$ cat src/rtl/fdiv_mul.sv
// fdiv_mul: multiplies the dividend by the reciprocal from finv (y = x1 * inv),
// delaying x1 to line up with inv. Truncating single-precision multiply, flush-to-zero, clamp to Inf.
module fdiv_mul #(
    parameter int DELAY = 3
) (
    input  logic        clk,
    input  logic        rst,
    input  logic        in_valid,
    input  logic [31:0] x1,
    input  logic [31:0] inv,
    output logic        out_valid,
    output logic [31:0] y
);
    logic [DELAY-1:0] dv;
    logic [31:0]      dx [DELAY];
    logic             vd;
    logic [31:0]      xd;
    logic [23:0]      ma, mb;
    logic             v1, s1, z1;
    logic signed [9:0] e1;
    logic [24:0]      p1;
    logic             v2, s2, z2;
    logic signed [9:0] e2;
    logic [22:0]      m2;
    logic [31:0]      y_next;

    assign vd = dv[DELAY-1];
    assign xd = dx[DELAY-1];
    assign ma = {1'b1, xd[22:0]};
    assign mb = {1'b1, inv[22:0]};

    always_ff @(posedge clk or posedge rst)
        if (rst) begin
            dv        <= '0;
            v1        <= 1'b0;
            v2        <= 1'b0;
            out_valid <= 1'b0;
            y         <= '0;
        end else begin
            dv[0] <= in_valid;
            for (int i = 1; i < DELAY; i++) dv[i] <= dv[i-1];
            v1        <= vd;
            v2        <= v1;
            out_valid <= v2;
            if (v2) y <= y_next;
        end

    // Only product bits [47:23] can reach the truncated mantissa, so the low bits are dropped at capture.
    always_ff @(posedge clk) begin
        dx[0] <= x1;
        for (int i = 1; i < DELAY; i++) dx[i] <= dx[i-1];
        if (vd) begin
            s1 <= xd[31] ^ inv[31];
            e1 <= 10'(xd[30:23]) + 10'(inv[30:23]) - 10'd127;
            p1 <= 25'((48'(ma) * 48'(mb)) >> 23);
            z1 <= (xd[30:23] == 8'd0) || (inv[30:23] == 8'd0);
        end
        if (v1) begin
            s2 <= s1;
            z2 <= z1;
            e2 <= e1 + {9'd0, p1[24]};
            m2 <= p1[24] ? p1[23:1] : p1[22:0];
        end
    end

    always_comb
        y_next = (z2 || e2 <= 10'sd0) ? {s2, 31'h0}
               : (e2 >= 10'sd255)     ? {s2, 8'hFF, 23'h0}
               :                        {s2, e2[7:0], m2};
endmodule

$ cat config.mk
export PLATFORM = sky130hd
export DESIGN_NAME = fdiv_mul
export DESIGN_NICKNAME = d
export VERILOG_FILES = /design/src/rtl/fdiv_mul.sv
export SDC_FILE = /design/constraint.sdc
export NUM_CORES = 2
export LEC_CHECK = 0
export BUFFER_PORTS_ARGS = -buffer_cell sky130_fd_sc_hd__buf_2
export CAP_MARGIN = 5
export CORE_AREA = 3 3 193 336
export CTS_CLUSTER_SIZE = 30
export DETAILED_ROUTE_END_ITERATION = 7
export DIE_AREA = 0 0 196 339
export GPL_TIMING_DRIVEN = 0
export PLACE_DENSITY_LB_ADDON = 0.15
export SLEW_MARGIN = 10
export SYNTH_ARGS = -nofsm -noshare
export SYNTH_HDL_FRONTEND = slang
export SYNTH_SLANG_ARGS = --single-unit
$ cat constraint.sdc
create_clock -name clk -period 8.45 [get_ports clk]
set_clock_uncertainty 0.2 [all_clocks]
set_input_delay 0.845 -clock clk [delete_from_list [all_inputs] [get_ports clk]]
set_output_delay 0.845 -clock clk [all_outputs]
set_load 0.005 [all_outputs]
# == After elaboration in Yosys (flattened, before gate mapping) ==
# Memory sizes are Yosys's and may differ from the RTL's.
# Cells that the tools add are included.
# classes
n_addsub,3
n_mul,1
n_lt_le_gt_ge,2
muxes,3
bitwise_logic,1
n_reduce_logical,4
# ops
op,n
$mux 31,2
$mul 24x24->48,1
$mux 23,1
$logic_not 8->1,2
$add 10x1->10,1
$ge 10x9->1 const B,1
$le 10x1->1 const B,1
$sub 9x7->10 const B,1
$add 8x8->9,1
$logic_or 1x1->1,2
$xor 1x1->1,1
# word_totals
reg_bits,110
mem_bits_rw,96
out_inout_bits,33
wordCells,28
n_memories,1
# mem_list
memory,words,width,read_ports,rd_ports_with_merged_regs,wr,line,rtl
dx,3,32,3,0,3,15,logic [31:0] dx [DELAY];

# == Depth between registers and ports, before layout ==
# depth
depth_word,3
mapped_depth,28

# == Worst setup path before layout ==
# No wires, ideal clock.
# synth_path
kind,input port to flip-flop
start,input port inv[3]
end,register p1[22] (data pin)
t_arrival_ns,6.879
setup_slack_ns,1.111
stages,26
path_buffers,1
path_cell_list,clkbuf_1 -> nand2_1 -> fa_1 -> inv_1 -> fa_1 -> inv_1 -> fa_1 -> inv_1 -> fa_1 -> inv_1 -> fa_1 -> inv_1 -> fa_1 -> inv_1 -> fa_1 -> inv_1 -> ha_1 -> a21oi_1 -> o21ai_0 -> a31oi_1 -> o221ai_2 -> a31o_4 -> a21oi_4 -> o31ai_4 -> a211o_1 -> xor2_1
# synth_via
elab_chain_cells,1
# synth_lines
item,line,rtl
from (decl),10,"input logic [31:0] inv,"
$mul 24x24->48,55,p1 <= 25'((48'(ma) * 48'(mb)) >> 23);
to (signal assigned),55,
to (decl),21,logic [24:0] p1;
# Every way passes these cells.
# A chain may end at the register's enable or synchronous reset.

# == Worst setup path in the final report ==
# layout_path
start,input port inv[8]
end,register p1[21] (data pin)
# Same word-level chain as after synthesis.

==> flow_summary.yaml <==
synth:
  yosysMostFrequentCell: "inv_1"
  synthArstFlopShare_pct: 18.4
  ys_seq_area_share_pct: 20.3
  synth_nets: 3236
  syn_avg_cell_area_um2: 9.89
  synthDistinctLibCells: 57
  synth_warnings: 0
  synth_seq_cells: 206
  yosys-top-cells-area: "fa_1 39%, ha_1 9.4%, inv_1 9.3%, edfxtp_1 8.7%, dfxtp_1 7.8%"
  synthTopCellsByCount: "616 x inv_1, 482 x fa_1, 305 x nand2_1"
  syn_inst: 2501
  synth_edf_count: 72
  syn_area_mm2: 0.0247
  synthFlopType: "dfxtp_1"
  synth_top_area_cell: "fa_1"
  synthDominantCellAreaShare_pct: 39.0
setup_path:
  arrival_ps: 8350
  cp.required_ps: 8540
  critPathMostFrequentCell: "fa_1"
  cp_slowest_cell: "clkinv_1"
  max_stage_delay_ps: 620
  path_class: "in -> reg"
  startpoint_type: "input port"
  cp-end-kind: "flop"
  crit_fanout: 9
sta:
  maxSlewHeadroom_pct: 28.2
  post-route-period-util_pct: 97.8
  rsz0062_at_grt: "no"
  worst_slew_pin_slew_ps: 1080
  fmax_mhz: 121
  setup_viol: 0
  hold_ws_ps: 124
  slew_viol_final: 0
  final_hold_viol_count: 0
  min_period_ps: 8260
cells_and_area:
  syn_to_final_growth_pct: 9.34
  fin_cells: 3437
  final_net_count: 3355
  post_route_cells_drive_above_1_share_pct: 8.08
placed_design:
  place_hpwl_um: 67600
  gp_congestion: 0.994
  placed_cells: 3398
  port_buffers: 98
die:
  ios: 100
  chipWidth_um: 196
  die_area_mm2: 0.0664
  start_util_pct: 39.7
  die_y_um: 339
  core_area_mm2: 0.0624
  rows: 121
detailed_routing:
  routed_wl_um: 80200
  via_count: 17400
  drtIter0Drc: 889
  firstDrtPassIters: 7
  drcViolationCount: 0
  postRouteAntennaNets: 0
  viasPerCell: 5.06
  routedWlPerCell_um: 23.3
clocking:
  h-tree-depth: 1
  cts_hold_buffers: 0
  cts_root_buffer: "clkbuf_16"
  clk_latency_ps: 560
  postCtsSetupBuffers: 0
  cts_buffers: 23
  clkSlewWorstSetupHoldPaths_ps: 60
  cts_tree: "built"
  numClockSinks: 206
  cts.path.max_buffers: 3
run_status:
  status: "finished, final reports clean"
grt:
  antenna_found_initial: 4
  grt_pass1_wl_um: 121000
  grt_pass1_vias: 19500
  grt_max_degree: 39
  overflow: 0
  grtUsageTotal_pct: 24.7
worst_hold_path:
  hold_path_class: "reg -> reg"
job:
  drv_cap: 0
what timing repair did:
item	in CTS	in global routing
endpoints found under the setup margin	7	9
gates resized for setup	17	44
gates cloned	0	0
placed cells by master, fill, tap and decap left out, types with 24 or more instances in the layout:
master,count
dfrtp_1,36
clkbuf_2,27
inv_1,614
ha_1,186
nor2_1,57
fa_1,482
clkbuf_16,26
xnor2_1,24
buf_2,100
mux2_2,24
and2_1,240
clkbuf_1,76
dfxtp_1,87
a21oi_1,44
a21o_1,27
edfxtp_1,72
nand2_1,305
o21ai_0,40
layer usage:
| layer | GRT usage [%] | vias up | routed length [um] |
|---|---|---|---|
| met5 | 0 | - | 13 |
| li1 | - | 7654 | - |
| met2 | 44.6 | 636 | 41100 |
| met4 | 18.0 | 2 | 7880 |
| met1 | 25.9 | 8849 | 27000 |
| met3 | 3.17 | 256 | 4270 |
layout make-up:
cell class	instances	area (um^2)
Antenna cell	1	2.50
Sequential cell	206	5050
Clock buffer	30	666
Tap cell	799	1000
Clock inverter	12	113
Timing Repair Buffer	98	490
Fill cell	6106	35300
Inverter	618	2320
Buffer	104	434
Multi-Input combinational cell	1569	17000
logic make-up (layout without fill, tap and decap cells):
group	after synthesis	in the layout	synth area share (%)
other cells	0	1	0
compound gates	163	163	4.35
buf+inv	726	862	11.0
mux	24	24	1.09
fa+ha+maj	668	668	48.4
xor+xnor	43	43	1.52
simple gates	671	671	13.2
flops	206	206	20.3
critical path: cells and delay by family:
family	cells	cell delay [ps]
buffers and inverters	8	1220
adders and majority gates	8	3850
xor gates and xnor gates	1	180
and+or+nand+nor	3	600
AOI/OAI and AO/OA	6	1650
through the flow:
step	util [%]	setup TNS (ps)	setup slack, ps	instance area [um^2]
floorplan	-	0	1110	24700
global placement	42.1	-6570	-723	26200
detailed placement	42.1	-6500	-707	26200
CTS	43.3	0	5.38	27000
global route	43.4	0	4.33	27000
finish	43.4	0	188	27100
sequential cells by signal, summed over array words and instances, names as in the netlist:
name       cells
m2            23
p1            25
dv             3
e2            10
dx            96
e1            10
v2             1
s2             1
out_valid      1
s1             1
z2             1
v1             1
y             32
z1             1
final timing paths:
kind / slack, ps / cells after the start / startpoint / end
max: 190 / 26 / inv[8] / p1[21]$_DFFE_PP_
min reg2reg: 120 / 0 / dx[0][54]$_DFF_P_ / dx[0][86]$_DFF_P_
min: 120 / 0 / dx[0][54]$_DFF_P_ / dx[0][86]$_DFF_P_
max in group asynchronous: 7290 / 2 / rst / v1$_DFF_PP0_
max reg2reg: 190 / 24 / dx[0][77]$_DFF_P_ / p1[21]$_DFFE_PP_
min in group asynchronous: 230 / 2 / rst / dv[0]$_DFF_PP0_
Power is left out: the tool's default activity adds up to more than one toggle a clock period on the data nets, which glitch-free logic cannot reach.
